$ cat src/rtl/burst_host.sv
// Traffic source and checker: sends an LFSR-generated burst, then checks the echoed burst.
// Optional watchdog on the return path is enabled by defining BURST_HOST_TIMEOUT_EN.
module burst_host #(
    parameter int DATA_W  = 16,
    parameter int LEN_W   = 12,
    parameter int TIMEOUT = 1024
) (
    input  logic              clk,
    input  logic              rst_n,
    input  logic              start,
    input  logic [LEN_W-1:0]  len_m1,
    input  logic [DATA_W-1:0] seed,
    output logic              tx_valid,
    output logic [DATA_W-1:0] tx_data,
    input  logic              rx_valid,
    input  logic [DATA_W-1:0] rx_data,
    output logic              busy,
    output logic              done,
    output logic              pass,
    output logic              short_burst,
    output logic              timeout,
    output logic [LEN_W:0]    err_cnt
);

    typedef enum logic [2:0] {
        IDLE = 3'd0,
        SEND = 3'd1,
        WAIT = 3'd2,
        RECV = 3'd3,
        DONE = 3'd4
    } state_t;

    // The LFSR taps are hard-wired for a 16-bit word.
    generate
        if (DATA_W != 16) begin : g_bad_data_w
            $error("burst_host: DATA_W must be 16");
        end
        if (TIMEOUT < 1) begin : g_bad_timeout
            $error("burst_host: TIMEOUT must be at least 1");
        end
    endgenerate

    function automatic logic [DATA_W-1:0] lfsr_step(input logic [DATA_W-1:0] s);
        return {s[14:0], s[15] ^ s[13] ^ s[12] ^ s[10]};
    endfunction

    state_t            state_q;
    logic              tx_valid_q;
    logic [DATA_W-1:0] tx_data_q;
    logic              busy_q;
    logic              done_q;
    logic              pass_q;
    logic              short_q;
    logic [LEN_W:0]    err_cnt_q;
    logic [LEN_W-1:0]  len_q;
    logic [DATA_W-1:0] tx_lfsr_q;
    logic [DATA_W-1:0] rx_lfsr_q;
    logic [LEN_W:0]    tx_cnt_q;
    logic [LEN_W:0]    rx_cnt_q;

    logic [DATA_W-1:0] seed_d;
    logic              rx_hit_d;
    logic              rx_last_d;
    logic [LEN_W:0]    err_cnt_d;

    assign seed_d    = (seed == '0) ? DATA_W'(16'hACE1) : seed;
    assign rx_hit_d  = rx_valid && ((state_q == WAIT) || (state_q == RECV));
    assign rx_last_d = (rx_cnt_q == {1'b0, len_q});

    // Error count includes the word compared this cycle so the final verdict sees it.
    always_comb begin
        err_cnt_d = err_cnt_q;
        if (rx_hit_d && (rx_data != rx_lfsr_q) && (err_cnt_q != '1)) begin
            err_cnt_d = err_cnt_q + 1'b1;
        end
    end

`ifdef BURST_HOST_TIMEOUT_EN
    localparam int WD_W = $clog2(TIMEOUT + 1);
    logic [WD_W-1:0] wd_q;
    logic            timeout_q;
    assign timeout = timeout_q;
`else
    assign timeout = 1'b0;
`endif

    always_ff @(posedge clk) begin
        if (!rst_n) begin
            state_q    <= IDLE;
            tx_valid_q <= 1'b0;
            tx_data_q  <= '0;
            busy_q     <= 1'b0;
            done_q     <= 1'b0;
            pass_q     <= 1'b0;
            short_q    <= 1'b0;
            err_cnt_q  <= '0;
            len_q      <= '0;
            tx_lfsr_q  <= '0;
            rx_lfsr_q  <= '0;
            tx_cnt_q   <= '0;
            rx_cnt_q   <= '0;
`ifdef BURST_HOST_TIMEOUT_EN
            wd_q       <= '0;
            timeout_q  <= 1'b0;
`endif
        end else begin
            done_q    <= 1'b0;
            err_cnt_q <= err_cnt_d;
            case (state_q)
                IDLE: begin
                    if (start) begin
                        len_q      <= len_m1;
                        tx_valid_q <= 1'b1;
                        tx_data_q  <= seed_d;
                        tx_lfsr_q  <= lfsr_step(seed_d);
                        rx_lfsr_q  <= seed_d;
                        tx_cnt_q   <= '0;
                        rx_cnt_q   <= '0;
                        busy_q     <= 1'b1;
                        pass_q     <= 1'b0;
                        short_q    <= 1'b0;
                        err_cnt_q  <= '0;
`ifdef BURST_HOST_TIMEOUT_EN
                        wd_q       <= '0;
                        timeout_q  <= 1'b0;
`endif
                        state_q    <= SEND;
                    end
                end
                SEND: begin
                    if (tx_cnt_q == {1'b0, len_q}) begin
                        tx_valid_q <= 1'b0;
                        tx_data_q  <= '0;
                        state_q    <= WAIT;
                    end else begin
                        tx_data_q <= tx_lfsr_q;
                        tx_lfsr_q <= lfsr_step(tx_lfsr_q);
                        tx_cnt_q  <= tx_cnt_q + 1'b1;
                    end
                end
                WAIT, RECV: begin
                    if (rx_valid) begin
                        rx_lfsr_q <= lfsr_step(rx_lfsr_q);
                        rx_cnt_q  <= rx_cnt_q + 1'b1;
`ifdef BURST_HOST_TIMEOUT_EN
                        wd_q      <= '0;
`endif
                        if (rx_last_d) begin
                            pass_q  <= (err_cnt_d == '0);
                            done_q  <= 1'b1;
                            busy_q  <= 1'b0;
                            state_q <= DONE;
                        end else begin
                            state_q <= RECV;
                        end
                    end else if (state_q == RECV) begin
                        // Once the echo has begun it must be contiguous.
                        short_q <= 1'b1;
                        pass_q  <= 1'b0;
                        done_q  <= 1'b1;
                        busy_q  <= 1'b0;
                        state_q <= DONE;
                    end
`ifdef BURST_HOST_TIMEOUT_EN
                    else if (wd_q == WD_W'(TIMEOUT - 1)) begin
                        timeout_q <= 1'b1;
                        pass_q    <= 1'b0;
                        done_q    <= 1'b1;
                        busy_q    <= 1'b0;
                        state_q   <= DONE;
                    end else begin
                        wd_q <= wd_q + 1'b1;
                    end
`endif
                end
                DONE: begin
                    state_q <= IDLE;
                end
                default: begin
                    state_q <= IDLE;
                end
            endcase
        end
    end

    assign tx_valid    = tx_valid_q;
    assign tx_data     = tx_data_q;
    assign busy        = busy_q;
    assign done        = done_q;
    assign pass        = pass_q;
    assign short_burst = short_q;
    assign err_cnt     = err_cnt_q;

endmodule

$ cat config.mk
export PLATFORM = sky130hd
export DESIGN_NAME = burst_host
export DESIGN_NICKNAME = d
export VERILOG_FILES = /design/src/rtl/burst_host.sv
export SDC_FILE = /design/constraint.sdc
export NUM_CORES = 1
export LEC_CHECK = 0
export CAP_MARGIN = 20
export CORE_UTILIZATION = 30
export CTS_CLUSTER_DIAMETER = 50
export DETAILED_ROUTE_END_ITERATION = 8
export HOLD_SLACK_MARGIN = 0.1
export PLACE_DENSITY = 0.57
export SLEW_MARGIN = 5
export SYNTH_ARGS = -nofsm -noshare
export SYNTH_HDL_FRONTEND = slang
export SYNTH_SLANG_ARGS = --single-unit
$ cat constraint.sdc
create_clock -name clk -period 3.8 [get_ports clk]
set_clock_uncertainty 0.2 [all_clocks]
set_input_delay 1.14 -clock clk [delete_from_list [all_inputs] [get_ports clk]]
set_output_delay 1.14 -clock clk [all_outputs]
set_load 0.1 [all_outputs]
==> flow_summary.json, run 1 <==
{
  "holdPathEnd": "tx_data[1]$_SDFFE_PN0P_",
  "fin_nets": 789,
  "utilization_pct": 38.1,
  "cts_resized": 0,
  "critPathRequiredTime_ps": 3890,
  "synth-seq-area-share_pct": 40.5,
  "max-cap-violations": 0,
  "finalPower_w": 0.00315,
  "rr_startpoint": "rx_lfsr_q[14]$_SDFFE_PN0P_",
  "die_h_um": 135,
  "clock-root-buffer": "clkbuf_16",
  "fmaxAchievable_mhz": 312,
  "numPortBuffers": 81,
  "areaGrowthSynthToFinish_pct": 24.3,
  "numCtsBuffers": 9,
  "antenna_found_initial": 0,
  "htreeDepth": 3,
  "synth_nets": 716,
  "grtUsageMet1_pct": 22.4,
  "rr_endpoint": "pass$_SDFFE_PN0P_",
  "avgSynthCellArea_um2": 7.95,
  "clkTransAtPathRegs_ps": 70,
  "fin_crit_sh_pct": 84.4,
  "hold_path.class": "reg2reg",
  "io_pins": 83,
  "hold_viol": 0,
  "grt.met2_usage_pct": 25.5,
  "arrival_ps": 3290,
  "slowest_stage": "a2111o_1",
  "grt_busiest_layer": "met2",
  "gp_congestion": 0.813,
  "relSlewSlack_pct": 35.6,
  "die_area_um2": 18200,
  "hold_path_depth": 2,
  "vdd_drop_max_mv": 0.339,
  "path_cells": "clkdlybuf4s50_1, xor2_1, nor4_1, and4_4, nor2_4, a311o_1, a2111o_1, o21ai_2",
  "cts.sinks": 107,
  "final_common_cell": "nand2_1",
  "cp_max_fo": 2,
  "start_util_pct": 30.7,
  "worstSetupPathType": "in2reg",
  "place_hpwl_um": 10400,
  "cts_tree": "done",
  "synth.ff_latch_count": 107,
  "cpPeakStageDelay_ps": 420,
  "leakagePower_nw": 2.62,
  "setup_viol": 0,
  "grt_usage_pct": 16.3,
  "fin_cells": 968,
  "slew_viol_final": 0,
  "drt_iter0_drc": 265,
  "drc": 0,
  "cts_hold_buf": 0,
  "synth_edf_count": 0,
  "worstHoldStart": "tx_data[1]$_SDFFE_PN0P_",
  "fin_tns_setup_ps": 0,
  "ys_async_sr_fraction_pct": 0,
  "postRouteAntennaNets": 0,
  "first_global_vias": 4397,
  "ys_types": 55,
  "grt_pass1_wl_um": 23100,
  "syn_area_um2": 5290,
  "startpoint_type": "primary input",
  "layout-drive-gt1-share_pct": 10.9,
  "grt-ovfl-total": 0,
  "clk_path_buf_depth": 2,
  "rsz0062_at_grt": "no",
  "dp.cells": 952,
  "min_period_ps": 3210,
  "hold_ws_ps": 254,
  "post-cts-setup-buffer-count": 0,
  "yosysWarnings": 0,
  "wl_per_cell_um": 14.9,
  "rows": 48,
  "syn_inst": 665,
  "grt_max_degree": 44,
  "synth_ff_type": "dfxtp_1",
  "status": "completed",
  "met3_usage_pct": 3.27,
  "num_vias": 4747,
  "ff2ff_path_depth": 7,
  "core_area_um2": 17200,
  "die_x_um": 135,
  "wl_um": 14400,
  "tightest_slew_ps": 965,
  "end_kind": "register",
  "final_cell_mix": "nand2_1, dfxtp_1, nor2_1",
  "vias_per_cell": 4.90,
  "drtPass1Iterations": 4,
  "p_per_area_nw_per_um2": 480,
  "r2r_slack_ps": 1420,
  "clk_latency_ps": 360,
  "antenna_cells": 0
}
[cells in the mapped netlist, drive strengths merged (5+ instances only)]
cell,instances,share of area (%)
nand2,115,8.4
dfxtp,107,41
nor2,98,7.1
a21oi,64,6.1
xor2,55,9.1
clkbuf,29,2.5
xnor2,25,4.1
nand3,17,1.6
nor3,16,1.6
nor4,14,1.7
o21ai,14,1.4
a311oi,9,1.5
buf,9,1.1
nand4,9,1.1
a211oi,8,1.1
o211ai,8,1.1
o221ai,8,1.3
and4,7,1.2
or3,7,0.83
and2,6,0.78
and3,6,0.73
inv,5,0.35
mux2i,5,0.95
nor2b,5,0.59
[area by class of cell]
class / count / area (um^2)
Clock inverter: 4 / 73.8
Clock buffer: 12 / 236
Multi-Input combinational cell: 515 / 2940
Fill cell: 1839 / 10700
Tap cell: 225 / 282
Sequential cell: 107 / 2140
Timing Repair Buffer: 100 / 881
Inverter: 5 / 18.8
[power by group]
| group | internal (W) | switching, W | leakage, nW | total [W] |
|---|---|---|---|---|
| sequential | 0.00122 | 0.0000941 | 0.874 | 0.00131 |
| combinational | 0.000273 | 0.000567 | 1.59 | 0.000841 |
| clock | 0.000580 | 0.000415 | 0.151 | 0.000995 |
| total | 0.00207 | 0.00108 | 2.62 | 0.00315 |
[metrics by stage]
stage                     setup slack [ps]  instance area, um^2
final                                  593                 6570
after CTS                              591                 6570
after global placement                 208                 6260
after detailed placement               223                 6260
after global routing                   490                 6570
after floorplan                        729                 5290
[worst max path at each step]
stage,startpoint,endpoint,slack [ps],cells after the start
floorplan,rx_data[2],pass$_SDFFE_PN0P_,730,7
global placement,rx_data[14],pass$_SDFFE_PN0P_,210,8
detailed placement,rx_data[2],pass$_SDFFE_PN0P_,220,8
CTS,rx_data[14],pass$_SDFFE_PN0P_,590,8
global route,rx_data[2],pass$_SDFFE_PN0P_,490,8
finish,rx_data[2],pass$_SDFFE_PN0P_,590,8
[sequential cells by signal (all words and copies together) (netlist names)]
name and cells:
tx_cnt_q 13, short_burst 1, tx_data 16, busy 1, len_q 12, pass 1, err_cnt 13, rx_cnt_q 13
done 1, tx_lfsr_q 16, tx_valid 1, rx_lfsr_q 16, state_q 3
[cell families after synthesis]
| group | after synthesis | share of synthesized area [%] |
|---|---|---|
| adder cells (fa/ha/maj) | 3 | 0.710 |
| other | 1 | 0.0709 |
| AO/OA/AOI/OAI | 120 | 14.0 |
| multiplexers | 6 | 1.16 |
| flip-flops | 107 | 40.5 |
| AND/OR/NAND/NOR | 305 | 26.3 |
| XOR/XNOR | 80 | 13.3 |
| buffers and inverters | 43 | 3.95 |
[routing by layer]
metal | share of wire, % | vias up
met3 | 4.6 | 4
met4 | 0.45 | 0
li1 | - | 2417
met1 | 48 | 2222
met5 | 0 | -
met2 | 47 | 104
[worst max-delay path, delay by kind of cell]
family                    cells  cell delay, ps
and+or+nand+nor               3             740
xor gates and xnor gates      1             140
buffers and inverters         1             410
AOI/OAI and AO/OA             3             850
No activity file was read; power rests on OpenSTA's default activity.
==> run 2, diff against run 1 <==
--- a/config.mk
+++ b/config.mk
@@ -10,7 +10,7 @@
 export CTS_CLUSTER_DIAMETER = 50
 export DETAILED_ROUTE_END_ITERATION = 8
 export HOLD_SLACK_MARGIN = 0.1
-export PLACE_DENSITY = 0.57
+export PLACE_DENSITY = 0.58
 export SLEW_MARGIN = 5
 export SYNTH_ARGS = -nofsm -noshare
 export SYNTH_HDL_FRONTEND = slang
==> constraint.sdc (replaced) <==
create_clock -name clk -period 2.9 [get_ports clk]
set_clock_uncertainty 0.2 [all_clocks]
set_input_delay 0.87 -clock clk [delete_from_list [all_inputs] [get_ports clk]]
set_output_delay 0.87 -clock clk [all_outputs]
set_load 0.1 [all_outputs]
==> run 2 against run 1 <==
Against the previous run:
- critical path depth rose by 1
- highest routed layer unchanged
- power rose by 37%
- critical path type unchanged
- largest cell class unchanged
- combinational power rose by 38%
- first-iteration DRC count rose by 6.4%
==> flow_summary.json, run 2 (synthesis gave the netlist of run 1 again) <==
{
  "clkTransAtPathRegs_ps": 70,
  "arrival_ps": 2930,
  "core_area_um2": 17200,
  "first_global_vias": 4536,
  "hold_viol": 0,
  "wl_um": 14400,
  "seq_power_share_pct": 39.9,
  "die_h_um": 135,
  "drt_iter0_drc": 282,
  "max-cap-violations": 0,
  "startpoint_type": "primary input",
  "fill_cells": 1805,
  "cts.sinks": 107,
  "rr_startpoint": "rx_lfsr_q[6]$_SDFFE_PN0P_",
  "postRouteAntennaNets": 0,
  "min_period_ps": 2840,
  "rsz0062_at_grt": "yes",
  "final_cell_mix": "nand2_1, dfxtp_1, nor2_1",
  "ff2ff_path_depth": 8,
  "clk_latency_ps": 360,
  "vias_per_cell": 4.84,
  "antenna_cells": 0,
  "layout-drive-gt1-share_pct": 15.8,
  "leakagePower_nw": 2.81,
  "fin_nets": 820,
  "crit_start": "rx_data[5]",
  "clock-root-buffer": "clkbuf_16",
  "gp_congestion": 0.838,
  "power_frac_comb_pct": 26.8,
  "fin_crit_sh_pct": 98.1,
  "worstSetupPathType": "in2reg",
  "intPower_w": 0.00285,
  "fin_tns_setup_ps": 0,
  "final_common_cell": "nand2_1",
  "rows": 48,
  "place_hpwl_um": 10600,
  "antenna_found_initial": 0,
  "cts_tree": "done",
  "end_kind": "register",
  "cp_max_fo": 2,
  "critPathRequiredTime_ps": 2990,
  "die_x_um": 135,
  "setup_viol": 0,
  "drc": 0,
  "grt_usage_pct": 16.5,
  "power_switching_share_pct": 33.8,
  "clk_path_buf_depth": 2,
  "net-switching-power_w": 0.00146,
  "htreeDepth": 3,
  "grt-ovfl-total": 0,
  "hold_path.class": "reg2reg",
  "rr_endpoint": "pass$_SDFFE_PN0P_",
  "wl_met3_um": 615,
  "cp-endpoint": "pass$_SDFFE_PN0P_",
  "areaGrowthSynthToFinish_pct": 30.4,
  "wl_per_cell_um": 14.4,
  "r2r_slack_ps": 620,
  "p_per_area_nw_per_um2": 625,
  "drtPass1Iterations": 4,
  "relSlewSlack_pct": 33.3,
  "wl_met1_um": 6880,
  "die_area_um2": 18200,
  "layout_setup_ws_ps": 55.7,
  "dp_worst_setup_slack_ps": -474,
  "numCtsBuffers": 9,
  "tightest_slew_ps": 1000,
  "status": "completed",
  "numPortBuffers": 81,
  "grt_pass1_wl_um": 23400,
  "vdd_drop_max_mv": 0.326,
  "p_clk_share_pct": 33.3,
  "io_pins": 83,
  "utilization_pct": 40.0,
  "grt_max_degree": 40,
  "met2_length_um": 6740,
  "start_util_pct": 30.7,
  "maxUsedRoutingLayer": "met4",
  "fmaxAchievable_mhz": 352,
  "num_vias": 4832,
  "slew_viol_final": 0
}
-- run 2: cell count changes in the layout (fill, tap and decap cells not counted), moves of 2 or more --
cell,previous run,this run
dfxtp_1,107,103
buf_4,52,80
clkbuf_1,3,0
clkdlybuf4s50_1,47,45
clkinv_4,0,2
dfxtp_2,0,4
buf_12,1,3
-- run 2: cell type report --
class                   instances  area [um^2]  area share (%)
multi-input cells             515         2950            42.8
flip-flops and latches        107         2150            31.2
clock inverters                 7          124            1.80
repair buffers                131         1140            16.6
clock buffers                   9          225            3.27
inverters                       5         18.8           0.272
well taps                     225          282            4.08
-- run 2: timing repair --
action / in CTS / in global routing
endpoints found under the setup margin: 1 / 3
setup buffers: 0 / 0
pin swaps: 5 / 3
resized for setup: 1 / 5
hold buffers: 0 / 0
-- run 2: per-stage QoR --
stage                     hold WS, ps  total power [W]  instances  area (um^2)
after global placement            245          0.00290        983         6520
final                             258          0.00431        999         6890
after CTS                         263          0.00436        999         6870
after global routing              284          0.00452        999         6890
after floorplan                   237          0.00252        665         5290
after detailed placement          252          0.00291        983         6520
-- run 2: layer usage --
metal | vias up | GRT usage, %
li1 | 2488 | -
met1 | 2233 | 22.1
met2 | 98 | 26.5
met3 | 13 | 4.05
met4 | 0 | 4.37
met5 | - | 0
-- run 2: how the worst min path moves through the flow --
stage / startpoint / to / cells after the start / slack, ps
after floorplan: tx_lfsr_q[2]$_SDFFE_PN0P_ / tx_lfsr_q[2]$_SDFFE_PN0P_ / 2 / 240
after global placement: tx_lfsr_q[2]$_SDFFE_PN0P_ / tx_lfsr_q[2]$_SDFFE_PN0P_ / 2 / 240
after detailed placement: tx_lfsr_q[3]$_SDFFE_PN0P_ / tx_lfsr_q[3]$_SDFFE_PN0P_ / 2 / 250
after CTS: tx_lfsr_q[3]$_SDFFE_PN0P_ / tx_lfsr_q[3]$_SDFFE_PN0P_ / 2 / 260
after global routing: tx_data[12]$_SDFFE_PN0P_ / tx_data[12]$_SDFFE_PN0P_ / 2 / 280
final: tx_data[12]$_SDFFE_PN0P_ / tx_data[12]$_SDFFE_PN0P_ / 2 / 260
-- run 2: power by group through the flow --
stage	clock network [W]	logic (W)	registers [W]
CTS	0.00148	0.00116	0.00172
floorplan	0	0.000520	0.00200
finish	0.00143	0.00116	0.00172
detailed placement	0	0.00116	0.00175
global placement	0	0.00115	0.00175
global route	0.00153	0.00126	0.00174
-- run 2: worst max-delay path, stage by stage --
cell	delay, ps
clkdlybuf4s50_1	410
xor2_1	140
nor4_1	280
buf_4	170
and4_4	260
nor2_4	50
a311o_1	270
a2111o_1	370
o21ai_2	100
==> run 3, diff against run 2 <==
--- a/config.mk
+++ b/config.mk
@@ -8,6 +8,7 @@
 export CAP_MARGIN = 20
 export CORE_UTILIZATION = 30
 export CTS_CLUSTER_DIAMETER = 50
+export CTS_CLUSTER_SIZE = 12
 export DETAILED_ROUTE_END_ITERATION = 8
 export HOLD_SLACK_MARGIN = 0.1
 export PLACE_DENSITY = 0.58
==> results of run 3 <==
No change in the layout: final DEF, timing and power equal those of run 2.
